===== src/rtl/imul_seq_pkg.sv =====
// Shared definitions for the sequential integer multiplier: default operand
// width and the controller state encoding.
package imul_seq_pkg;

  // Default operand width; legal range is 4..32 bits.
  localparam int unsigned ImulDefaultWidth = 16;

  // Controller states. The encoding is free; binary keeps the register small.
  typedef enum logic [1:0] {
    StIdle = 2'd0,
    StRun  = 2'd1,
    StDone = 2'd2
  } imul_state_e;

endpackage


===== src/rtl/imul_seq.sv =====
// Sequential radix-2 shift-add multiplier, signed or unsigned.
//
// A request is accepted in idle. Signed operands are converted to magnitudes
// and the product sign is kept aside. WIDTH run cycles follow, one shift-add
// step each, with no early exit. The last step also loads the (conditionally
// negated) product into the result register, and the controller spends one
// cycle in done with oDone high before returning to idle.
//
// The product register holds the accumulator in its upper half and the
// remaining multiplier bits in its lower half. Each step adds the multiplicand
// magnitude into the upper half when bit 0 is set, then shifts the pair right
// by one. After WIDTH steps the whole register is the unsigned product.
module imul_seq
  import imul_seq_pkg::*;
#(
  parameter int unsigned WIDTH = ImulDefaultWidth
) (
  input  logic               Clock,
  input  logic               Reset,
  input  logic               iStart,
  input  logic               iSigned,
  input  logic [WIDTH-1:0]   iA,
  input  logic [WIDTH-1:0]   iB,
  output logic               oBusy,
  output logic               oDone,
  output logic [2*WIDTH-1:0] oResult
);

  localparam int unsigned        CntW     = $clog2(WIDTH) + 1;
  localparam logic [CntW-1:0]    LastStep = CntW'(WIDTH - 1);
  localparam logic [WIDTH-1:0]   OneW     = WIDTH'(1);
  localparam logic [2*WIDTH-1:0] OneP     = (2 * WIDTH)'(1);

  imul_state_e state_q, state_d;

  logic [WIDTH-1:0]   mcand_q, mcand_d;    // multiplicand magnitude
  logic [2*WIDTH-1:0] prod_q, prod_d;      // {accumulator, multiplier}
  logic [2*WIDTH-1:0] result_q, result_d;  // registered product
  logic               neg_q, neg_d;        // product sign
  logic [CntW-1:0]    cnt_q, cnt_d;        // completed steps

  logic [WIDTH-1:0]   a_mag, b_mag;
  logic [WIDTH:0]     sum;
  logic [2*WIDTH-1:0] prod_step;
  logic [2*WIDTH-1:0] prod_final;

  // Operand magnitudes; in unsigned mode the operands pass straight through.
  always_comb begin
    a_mag = iA;
    b_mag = iB;
    if (iSigned && iA[WIDTH-1]) begin
      a_mag = ~iA + OneW;
    end
    if (iSigned && iB[WIDTH-1]) begin
      b_mag = ~iB + OneW;
    end
  end

  // Single WIDTH+1-bit adder; the carry becomes the top bit after the shift.
  always_comb begin
    sum        = {1'b0, prod_q[2*WIDTH-1:WIDTH]} +
                 (prod_q[0] ? {1'b0, mcand_q} : {(WIDTH + 1){1'b0}});
    prod_step  = {sum, prod_q[WIDTH-1:1]};
    // Negating a zero magnitude yields zero, so a zero product is never negative.
    prod_final = neg_q ? (~prod_step + OneP) : prod_step;
  end

  // Controller next state and datapath updates.
  always_comb begin
    state_d  = state_q;
    mcand_d  = mcand_q;
    prod_d   = prod_q;
    result_d = result_q;
    neg_d    = neg_q;
    cnt_d    = cnt_q;

    unique case (state_q)
      StIdle: begin
        if (iStart) begin
          mcand_d = a_mag;
          prod_d  = {{WIDTH{1'b0}}, b_mag};
          neg_d   = iSigned & (iA[WIDTH-1] ^ iB[WIDTH-1]);
          cnt_d   = '0;
          state_d = StRun;
        end
      end

      StRun: begin
        prod_d = prod_step;
        cnt_d  = cnt_q + 1'b1;
        if (cnt_q == LastStep) begin
          result_d = prod_final;
          state_d  = StDone;
        end
      end

      StDone: begin
        state_d = StIdle;
      end

      default: begin
        state_d = StIdle;
      end
    endcase
  end

  // Outputs decode directly from the state register.
  always_comb begin
    oBusy   = (state_q != StIdle);
    oDone   = (state_q == StDone);
    oResult = result_q;
  end

  // State register with synchronous active-low reset; reset aborts any operation.
  always_ff @(posedge Clock) begin
    if (!Reset) begin
      state_q  <= StIdle;
      mcand_q  <= '0;
      prod_q   <= '0;
      result_q <= '0;
      neg_q    <= 1'b0;
      cnt_q    <= '0;
    end else begin
      state_q  <= state_d;
      mcand_q  <= mcand_d;
      prod_q   <= prod_d;
      result_q <= result_d;
      neg_q    <= neg_d;
      cnt_q    <= cnt_d;
    end
  end

endmodule


===== config.mk =====
export PLATFORM = sky130hd
export DESIGN_NAME = imul_seq
export DESIGN_NICKNAME = d
export VERILOG_FILES = /design/src/rtl/imul_seq_pkg.sv /design/src/rtl/imul_seq.sv
export SDC_FILE = /design/constraint.sdc
export NUM_CORES = 1
export LEC_CHECK = 0
export ABC_AREA = 1
export CAP_MARGIN = 40
export CORE_ASPECT_RATIO = 1.25
export CORE_MARGIN = 2
export CORE_UTILIZATION = 40
export CTS_CLUSTER_SIZE = 24
export DETAILED_ROUTE_END_ITERATION = 7
export PLACE_DENSITY = 0.68
export REMOVE_ABC_BUFFERS = 1
export SLEW_MARGIN = 10
export SYNTH_ARGS = -nofsm -noshare
export SYNTH_HDL_FRONTEND = slang
export SYNTH_SLANG_ARGS = --single-unit
export TNS_END_PERCENT = 20

===== constraint.sdc =====
create_clock -name Clock -period 5.1 [get_ports Clock]
set_clock_uncertainty 0.1 [all_clocks]
set_input_delay 1.02 -clock Clock [delete_from_list [all_inputs] [get_ports Clock]]
set_output_delay 1.02 -clock Clock [all_outputs]
set_load 0.005 [all_outputs]

==> Yosys cells after proc, flatten, opt, wreduce, memory -nomap -nowiden <==
Cells that the tools add are included.
{ "totals": {"ff_bits": 88, "out_inout_bits": 34, "wordCells": 41} }
{ "op_classes": {"add_sub_neg": 5, "eq_ne": 5, "n_mux": 11, "n_bitwise": 5, "reduce_logical": 9} }
{ "op_table": {"columns": ["operator", "count"], "rows": [
  ["32-bit 2-to-1 mux", 2],
  ["32-bit one-hot mux with 2 select lines", 1],
  ["16-bit 2-to-1 mux", 3],
  ["16-bit by 1-bit adder with 16-bit output, second input constant", 2],
  ["32-bit by 1-bit adder with 32-bit output, second input constant", 1],
  ["16-bit inverter", 2],
  ["32-bit inverter", 1],
  ["16-bit by 16-bit adder with 17-bit output", 1],
  ["5-bit one-hot mux with 2 select lines", 1],
  ["2-bit AND reduction", 4],
  ["5-bit by 1-bit adder with 5-bit output, second input constant", 1],
  ["5-bit by 4-bit == test with 1-bit output, second input constant", 1],
  ["5-bit 2-to-1 mux", 1],
  ["2-bit 2-to-1 mux", 2],
  ["2-bit inequality test, second input constant", 2],
  ["2-bit one-hot mux with 2 select lines", 1],
  ["2-bit nonzero test", 2],
  ["2-bit by 1-bit == test with 1-bit output, second input constant", 1],
  ["2-bit == test, second input constant", 1],
  ["1-bit logical AND", 2],
  ["2-bit zero test", 1],
  ["1-bit AND", 1],
  ["1-bit bitwise XOR", 1]
]} }

==> Depth between registers and ports, before layout <==
Gate-level depths: netlist of the first run.
{ "depth": {"ltp_word": 5, "mapped_depth": 22, "depth_no_buf": 20} }

==> Worst setup path before layout of the first run <==
No wires, ideal clock.
{ "synth_timing": {"kind": "flip-flop to flip-flop", "startpoint": "reg prod_q[0]", "endpoint": "reg result_q[27], in the netlist oResult[27]", "setup_time_ps": 131, "arrival_ps": 2714, "t_required_ps": 4869, "setup_slack_ps": 2155, "path_stages_with_launch": 17, "path_buffers": 2, "period_less_slack_ps": 2945, "cell_sequence": "dfxtp_1 > clkbuf_1 > clkbuf_1 > nand2_1 > inv_1 > ha_1 > fa_1 > or2_1 > nor2_2 > nand3_4 > nor2_4 > nand3_2 > nor2_4 > nand3_2 > nand2_2 > xor2_1 > a21oi_1"} }
{ "synth_via": {"elab_chain_cells": 5} }
{ "synth_lines": {"columns": ["element", "line_no", "text"], "rows": [
  ["from (decl)", "imul_seq.sv:37", "logic [2*WIDTH-1:0] prod_q, prod_d;"],
  ["from (signal assigned)", "imul_seq.sv:126", "prod_q <= prod_d;"],
  ["16-bit 2-to-1 mux *", "imul_seq.sv:62", "(prod_q[0] ? {1'b0, mcand_q} : {(WIDTH + 1){1'b0}});"],
  ["16-bit by 16-bit adder with 17-bit output *", "imul_seq.sv:61", "sum = {1'b0, prod_q[2*WIDTH-1:WIDTH]} +"],
  ["32-bit inverter", "imul_seq.sv:65", "prod_final = neg_q ? (~prod_step + OneP) : prod_step;"],
  ["32-bit by 1-bit adder with 32-bit output", "imul_seq.sv:65", null],
  ["32-bit 2-to-1 mux *", "imul_seq.sv:65", null],
  ["to (signal assigned)", "imul_seq.sv:127", "result_q <= result_d;"],
  ["to (decl)", "imul_seq.sv:38", "logic [2*WIDTH-1:0] result_q, result_d;"]
]} }
Every way passes the cells marked *; elsewhere a longest branch is shown, timed or not.
A chain may end at the register's enable or synchronous reset.

==> Final worst setup path of the first run <==
Same ends and word-level chain as after synthesis.

==> results of run 1 <==
-- logic make-up after synthesis --
kind of cell / synth area share
fa+ha+maj: 0.0476
compound gates: 0.154
flops: 0.296
xor+xnor: 0.0471
simple gates: 0.345
buf+inv: 0.110
-- flip-flops by register name, summed over array words and instances (netlist names) --
name	flops
cnt_q	5
state_q	2
prod_q	32
neg_q	1
oResult	32
mcand_q	16
-- cell usage in the layout (no fill, tap or decap), drive strengths merged --
cell type      instances
nand3b                 5
nor2                  92
a211oi                 1
ha                    21
a21o                   1
or2                    3
a31oi                 16
o21ai                 56
clkinvlp               1
fa                     1
o21bai                 2
clkinv                 5
nand4                 10
nor4                   1
and2                   3
bufinv                 2
xnor2                 13
a21oi                 68
o31ai                  3
o211ai                 5
buf                    5
o221ai                 6
nand3                 57
nor3                   8
clkdlybuf4s50         69
nor3b                  1
o22ai                  1
dfxtp                 88
clkbuf                12
nand2                277
xor2                  19
a22oi                  2
a221oi                 2
inv                  128
-- worst min path at each step --
stage	startpoint	slack (ps)	cells after the start	end
after floorplan	cnt_q[4]$_SDFFE_PN0P_	340	2	cnt_q[4]$_SDFFE_PN0P_
after global placement	cnt_q[4]$_SDFFE_PN0P_	350	2	cnt_q[4]$_SDFFE_PN0P_
after detailed placement	prod_q[16]$_SDFFE_PN0P_	360	2	prod_q[16]$_SDFFE_PN0P_
after CTS	prod_q[16]$_SDFFE_PN0P_	370	2	prod_q[16]$_SDFFE_PN0P_
after global routing	prod_q[28]$_SDFFE_PN0P_	390	2	prod_q[28]$_SDFFE_PN0P_
final	cnt_q[4]$_SDFFE_PN0P_	370	2	cnt_q[4]$_SDFFE_PN0P_
-- area by class of cell --
type	instances	area, um2
multi-input combinational	674	3540
clock inverter	4	76.3
sequential	88	1760
clock buffer	12	246
tap	178	223
fill	1473	7400
inverter	132	495
timing repair buffer	74	728
-- where the power goes --
part	internal, mW	switching [mW]
Combinational	0.117	0.180
Sequential	0.712	0.0309
Clock	0.445	0.278
-- stage by stage --
| step | hold WS [ps] | area [um2] | utilization |
|---|---|---|---|
| final | 369 | 7070 | 0.489 |
| after global routing | 389 | 7070 | 0.489 |
| after CTS | 370 | 7070 | 0.489 |
| after detailed placement | 361 | 6750 | 0.467 |
| after global placement | 349 | 6750 | 0.467 |
| after floorplan | 341 | 5790 | - |
-- routing by layer --
metal / wire [um] / track usage / vias to the layer above
met3: 595 / 0.0376 / 36
met5: 0 / 0 / -
li1: - / - / 3079
met2: 7320 / 0.344 / 124
met4: 538 / 0.0809 / 0
met1: 6580 / 0.239 / 2623
-- tightest hold or removal path: cells and delay by family (launching register included) --
| kind | cells | cell delay [ps] |
|---|---|---|
| simple gates | 1 | 60 |
| flops | 1 | 310 |
| compound gates | 1 | 50 |
==> metrics.md, run 1 <==
| Metric | Value |
|---|---|
| Post-synth EDFFs | `0` |
| Drt first pass iters | `6` |
| CP endpoint | `oResult[27]$_SDFFE_PN0P_` |
| Hold buffers post-CTS | `0` |
| Cell count after synthesis | `927` |
| Core footprint | `14500 um2` |
| Post-CTS setup buffers | `0` |
| Top FF cell, synth | `dfxtp_1` |
| Most common library cells after synthesis | `nand2_1 (254), inv_1 (119), dfxtp_1 (88), nor2_1 (76), a21oi_1 (65)` |
| Die width | `113 um` |
| Share of cells above drive strength 1 | `0.0803` |
| CTS tree | `done` |
| Ports | `70` |
| Max-cap violations | `0` |
| Routed via count | `5862` |
| Register-to-Register Path Depth | `14` |
| RSZ-0062 raised after global routing | `false` |
| CP top delay family | `simple AND/OR/NAND/NOR gates` |
| Leakage power | `3.30 nW` |
| PwrDens | `249 nW/um2` |
| Vias per std cell | `5.04` |
| Largest net degree at the start of global routing | `53` |
| Startpoint types | `flop` |
| Worst path depth | `14` |
| GRT Total Usage | `0.198` |
| Pre-CTS setup slack | `1790 ps` |
| Slew Viols, Final | `0` |
| Tcrit/Tclk final | `0.600` |
| N_diodes | `0` |
| Die area | `15900 um2` |
| Synthesized area | `5950 um2` |
| Synth area leader | `dfxtp_1` |
| Top-count cell post-synth | `nand2_1` |
| Starting Density | `0.411` |
| Crit-path slowest cell | `dfxtp_1` |
| Reg2reg start | `prod_q[0]$_SDFFE_PN0P_` |
| Synth top area cells | `dfxtp_1 (30%), nand2_1 (16%), inv_1 (7.5%)` |
| Crit path from | `prod_q[0]$_SDFFE_PN0P_` |
| Fmax | `327 MHz` |
| Initial antenna violation count | `0` |
| Final cell count without fillers | `1162` |
| Die Span Y | `140 um` |
| Actual slew at the worst max-slew pin | `791 ps` |
| Routability Congestion | `0.909` |
| Crit. End Element | `flop` |
| Worst R2R Setup Slack | `2040 ps` |
| Drc violations | `4` |
| Drt wl/cell | `12.9 um` |
| Synth cell types | `49` |
| CTS resizes | `0` |
| Worst path bufs/invs | `1` |
| WS Path Type | `reg2reg` |
| FFs w/ async S/R, synth | `0` |
| Area growth syn-to-layout | `19.0%` |
| TritonCTS Buffers | `9` |
| Final worst path period need | `3060 ps` |
| Flop and latch count out of synthesis | `88` |
| Outcome | `finished, violations left` |
| Placed insts | `1146` |
| Post-route ant nets | `0` |
| Ys Warns | `0` |
| CP Cell Sequence | `nand2_1 > inv_1 > ha_1 > fa_1 > or2_1 > nor2_2 > nand3_4 > nor2_4 > nand3_2 > nor2_4 > nand3_2 > nand2_2 > xor2_1 > a21oi_1` |
| Yosys top cell area share | `0.296` |
| Syn avg cell area | `6.41 um2` |
| Clock transition at path regs | `60 ps` |
| DRT iter0 DRCs | `231` |
| Slew headroom | `0.472` |
| Final worst-path setup slack | `2040 ps` |
| TNS Setup | `0 ps` |
| Crit path max fanout | `17` |
| Hpwl dp | `11500 um` |
| Root buffer cell | `clkbuf_16` |
| Violated checks | `DRC` |
| First-pass GRT wire length | `25700 um` |
| # setup viols final | `0` |
| Pwr Total | `1.76 mW` |
| CP max stage delay | `630 ps` |
| Clock latency on the worst-skew pair | `350 ps` |
| Arr. time, crit path | `3180 ps` |
| Hold Fails Final Rpt | `0` |
| H-tree depth | `3` |
| Sequential cell area fraction in the yosys report | `0.296` |
| Gr ovfl total | `0` |
| Number of global-route vias before repair | `5500` |
| Peak supply drop | `0.174 mV` |
| Clock Sinks | `88` |
| Routed WL | `15000 um` |
| Layout net count | `1037` |
| Clock Path Buffers | `2` |
| HP Class | `reg2reg` |
| R2r endpoint | `oResult[27]$_SDFFE_PN0P_` |
| IO buf count | `69` |
| Worst path required time | `5220 ps` |
| Rows | `49` |
Note: power is estimated with default switching activity, not from simulation.
==> inputs of run 2 (changes only) <==
==> constraint.sdc (replaced) <==
create_clock -name Clock -period 3 [get_ports Clock]
set_clock_uncertainty 0.1 [all_clocks]
set_input_delay 0.6 -clock Clock [delete_from_list [all_inputs] [get_ports Clock]]
set_output_delay 0.6 -clock Clock [all_outputs]
set_load 0.005 [all_outputs]
==> run 2 against run 1 <==
Net effect:
- the flow still finishes with violations (DRC)
- core utilization up 0.61 points
- die area unchanged
- highest routed layer unchanged
- non-clock buffer count up 11
- critical endpoint unchanged
- critical path type unchanged
- critical path depth unchanged
==> metrics.md, run 2 (synthesized netlist as in run 1, its figures left out) <==
| Metric | Value |
|---|---|
| Post-route ant nets | `0 (unchanged)` |
| Die width | `113 um (unchanged)` |
| Most frequent cells in the layout | `nand2_1 (254), inv_1 (119), dfxtp_1 (88)` |
| Die Span Y | `140 um (unchanged)` |
| Tcrit/Tclk final | `0.865 (+0.265)` |
| Crit path max fanout | `15 (-2)` |
| Routed via count | `5860 (-0.034%)` |
| Min-delay src | `prod_q[16]$_SDFFE_PN0P_` |
| Met3 routed WL | `497 um (-16%)` |
| Clock latency on the worst-skew pair | `360 ps (about the same)` |
| GRT Total Usage | `0.213 (+0.0148)` |
| WHS Endpoint | `prod_q[16]$_SDFFE_PN0P_` |
| IO buf count | `69 (unchanged)` |
| Fmax | `385 MHz (+18%)` |
| Slew headroom | `0.665 (+0.193)` |
| # setup viols final | `0 (unchanged)` |
| CTS resizes | `0 (unchanged)` |
| Drt first pass iters | `7 (+1)` |
| Number of global-route vias before repair | `5744 (+4.4%)` |
| Clock Path Buffers | `2 (unchanged)` |
| CTS tree | `done` |
| Worst R2R Setup Slack | `400 ps (-1630 ps)` |
| M1 WL | `6920 um (+5.3%)` |
| RSZ-0062 raised after global routing | `false` |
| Hold Path Stages | `2 (unchanged)` |
| Clk pwr share | `0.414 (+0.004)` |
| Gr ovfl total | `0 (unchanged)` |
| Rows | `49 (unchanged)` |
| Area growth syn-to-layout | `20.4%` |
| Clock Sinks | `88 (unchanged)` |
| Hold Fails Final Rpt | `0 (unchanged)` |
| Pre-CTS setup slack | `267 ps (-1520 ps)` |
| Fin area | `7160 um2 (+1.2%)` |
| H-tree depth | `3 (unchanged)` |
| PwrDens | `426 nW/um2 (+71%)` |
| Arr. time, crit path | `2740 ps (-440 ps)` |
| Combinational Power Share | `0.176 (+0.007)` |
| Placed Area | `6830 um2 (+1.2%)` |
| Leakage power | `3.35 nW (+1.6%)` |
| TritonCTS Buffers | `9 (unchanged)` |
| Crit. End Element | `flop` |
| Highest routed layer | `met4` |
| R2r endpoint | `oResult[27]$_SDFFE_PN0P_` |
| N_diodes | `0 (unchanged)` |
| Reg2reg start | `prod_q[0]$_SDFFE_PN0P_` |
| Initial antenna violation count | `0 (unchanged)` |
| Layout net count | `1048 (+1.1%)` |
| Violated checks | `DRC` |
| Max-cap violations | `0 (unchanged)` |
| Final Util | `0.495 (+0.00605)` |
| Final worst-path setup slack | `404 ps (-1630 ps)` |
| Largest net degree at the start of global routing | `52 (-1.9%)` |
| Post-CTS setup buffers | `0 (unchanged)` |
| Drc violations | `4 (unchanged)` |
| Starting Density | `0.411 (unchanged)` |
| Vias per std cell | `5.00 (-0.97%)` |
| Clock transition at path regs | `70 ps (about the same)` |
| Drt wl/cell | `13.4 um (+3.9%)` |
| Core footprint | `14500 um2 (unchanged)` |
| Die area | `15900 um2 (unchanged)` |
| Hpwl dp | `12200 um (+6.3%)` |
| HP Class | `reg2reg` |
| Final worst path period need | `2600 ps (-466 ps)` |
| Share of cells above drive strength 1 | `0.0925 (+0.0122)` |
| Peak supply drop | `0.298 mV (+71%)` |
| P_sw | `887 uW (+81%)` |
| Routability Congestion | `0.923 (+1.5%)` |
| Fill cells | `1505 (+2.2%)` |
| Met2 wire length | `7780 um (+6.2%)` |
| Root buffer cell | `clkbuf_16` |
| WS Path Type | `reg2reg` |
| Hold buffers post-CTS | `0 (unchanged)` |
| Outcome | `finished, violations left` |
| Internal power | `2.16 mW (+70%)` |
| Ports | `70 (unchanged)` |
| Startpoint types | `flop` |
| Routed WL | `15800 um (+4.9%)` |
| Register-to-Register Path Depth | `14 (unchanged)` |
| Slew Viols, Final | `0 (unchanged)` |
| Most common cell after layout, fill and taps aside | `nand2_1` |
| Switching Fraction | `0.291 (+0.0135)` |
| Worst path required time | `3140 ps (-2080 ps)` |
| DRT iter0 DRCs | `247 (+6.9%)` |
| First-pass GRT wire length | `27100 um (+5.5%)` |
| Seq pwr share | `0.411 (-0.010)` |
| Actual slew at the worst max-slew pin | `502 ps (-290 ps)` |
-- run 2: cell count changes in the layout (fill, tap and decap cells not counted), sizes merged --
cell	before	now
clkbuf	12	9
clkinvlp	1	3
buf	5	16
inv	128	129
-- run 2: per-layer routing --
| layer | vias up | GRT usage |
|---|---|---|
| met5 | - | 0 |
| met4 | 0 | 0.102 |
| met3 | 33 | 0.0299 |
| met2 | 102 | 0.374 |
| met1 | 2626 | 0.253 |
| li1 | 3099 | - |
-- run 2: worst max path at each step --
stage | start | endpoint | slack, ps | cells past startpoint
floorplan | cnt_q[0]$_SDFFE_PN0P_ | oResult[12]$_SDFFE_PN0P_ | -380 | 12
global placement | iA[0] | mcand_q[12]$_SDFFE_PN0P_ | 280 | 12
detailed placement | iA[0] | mcand_q[12]$_SDFFE_PN0P_ | 270 | 12
CTS | prod_q[0]$_SDFFE_PN0P_ | oResult[27]$_SDFFE_PN0P_ | 360 | 14
global route | prod_q[0]$_SDFFE_PN0P_ | oResult[29]$_SDFFE_PN0P_ | 90 | 16
finish | prod_q[0]$_SDFFE_PN0P_ | oResult[27]$_SDFFE_PN0P_ | 400 | 14
-- run 2: power groups by stage --
stage          registers [mW]  logic (mW)  clock network, mW
6_report                 1.25       0.535               1.26
5_1_grt                  1.26       0.606               1.34
4_1_cts                  1.25       0.541               1.29
3_5_place_dp             1.28       0.538                  0
3_3_place_gp             1.28       0.534                  0
2_1_floorplan            1.27       0.348                  0
-- run 2: through the flow --
step | power (mW) | hold slack, ps | TNS (ps) | instances
6_report | 3.05 | 368 | 0 | 1173
5_1_grt | 3.20 | 384 | 0 | 1173
4_1_cts | 3.08 | 368 | 0 | 1173
3_5_place_dp | 1.82 | 358 | 0 | 1157
3_3_place_gp | 1.81 | 354 | 0 | 1157
2_1_floorplan | 1.62 | 341 | -12200 | 894
-- run 2: final cells by class --
cell class	instances	area [um2]	area share
clock buffer	9	225	0.0315
clock inverter	7	103	0.0143
inverter	132	495	0.0692
multi-input combinational	674	3540	0.495
sequential	88	1760	0.246
tap	178	223	0.0311
timing repair buffer	85	811	0.113
-- run 2: worst max-delay path, stage by stage, from the launching register on --
cell and delay [ps]:
dfxtp_1 350, buf_4 190, nand2_1 60, inv_1 100, fa_1 460, or2_1 240
nor2_2 130, nand3_4 100, nor2_4 120, nand3_2 100, nor2_4 140, nand3_2 90
nand2_2 100, xor2_1 140, a21oi_1 70
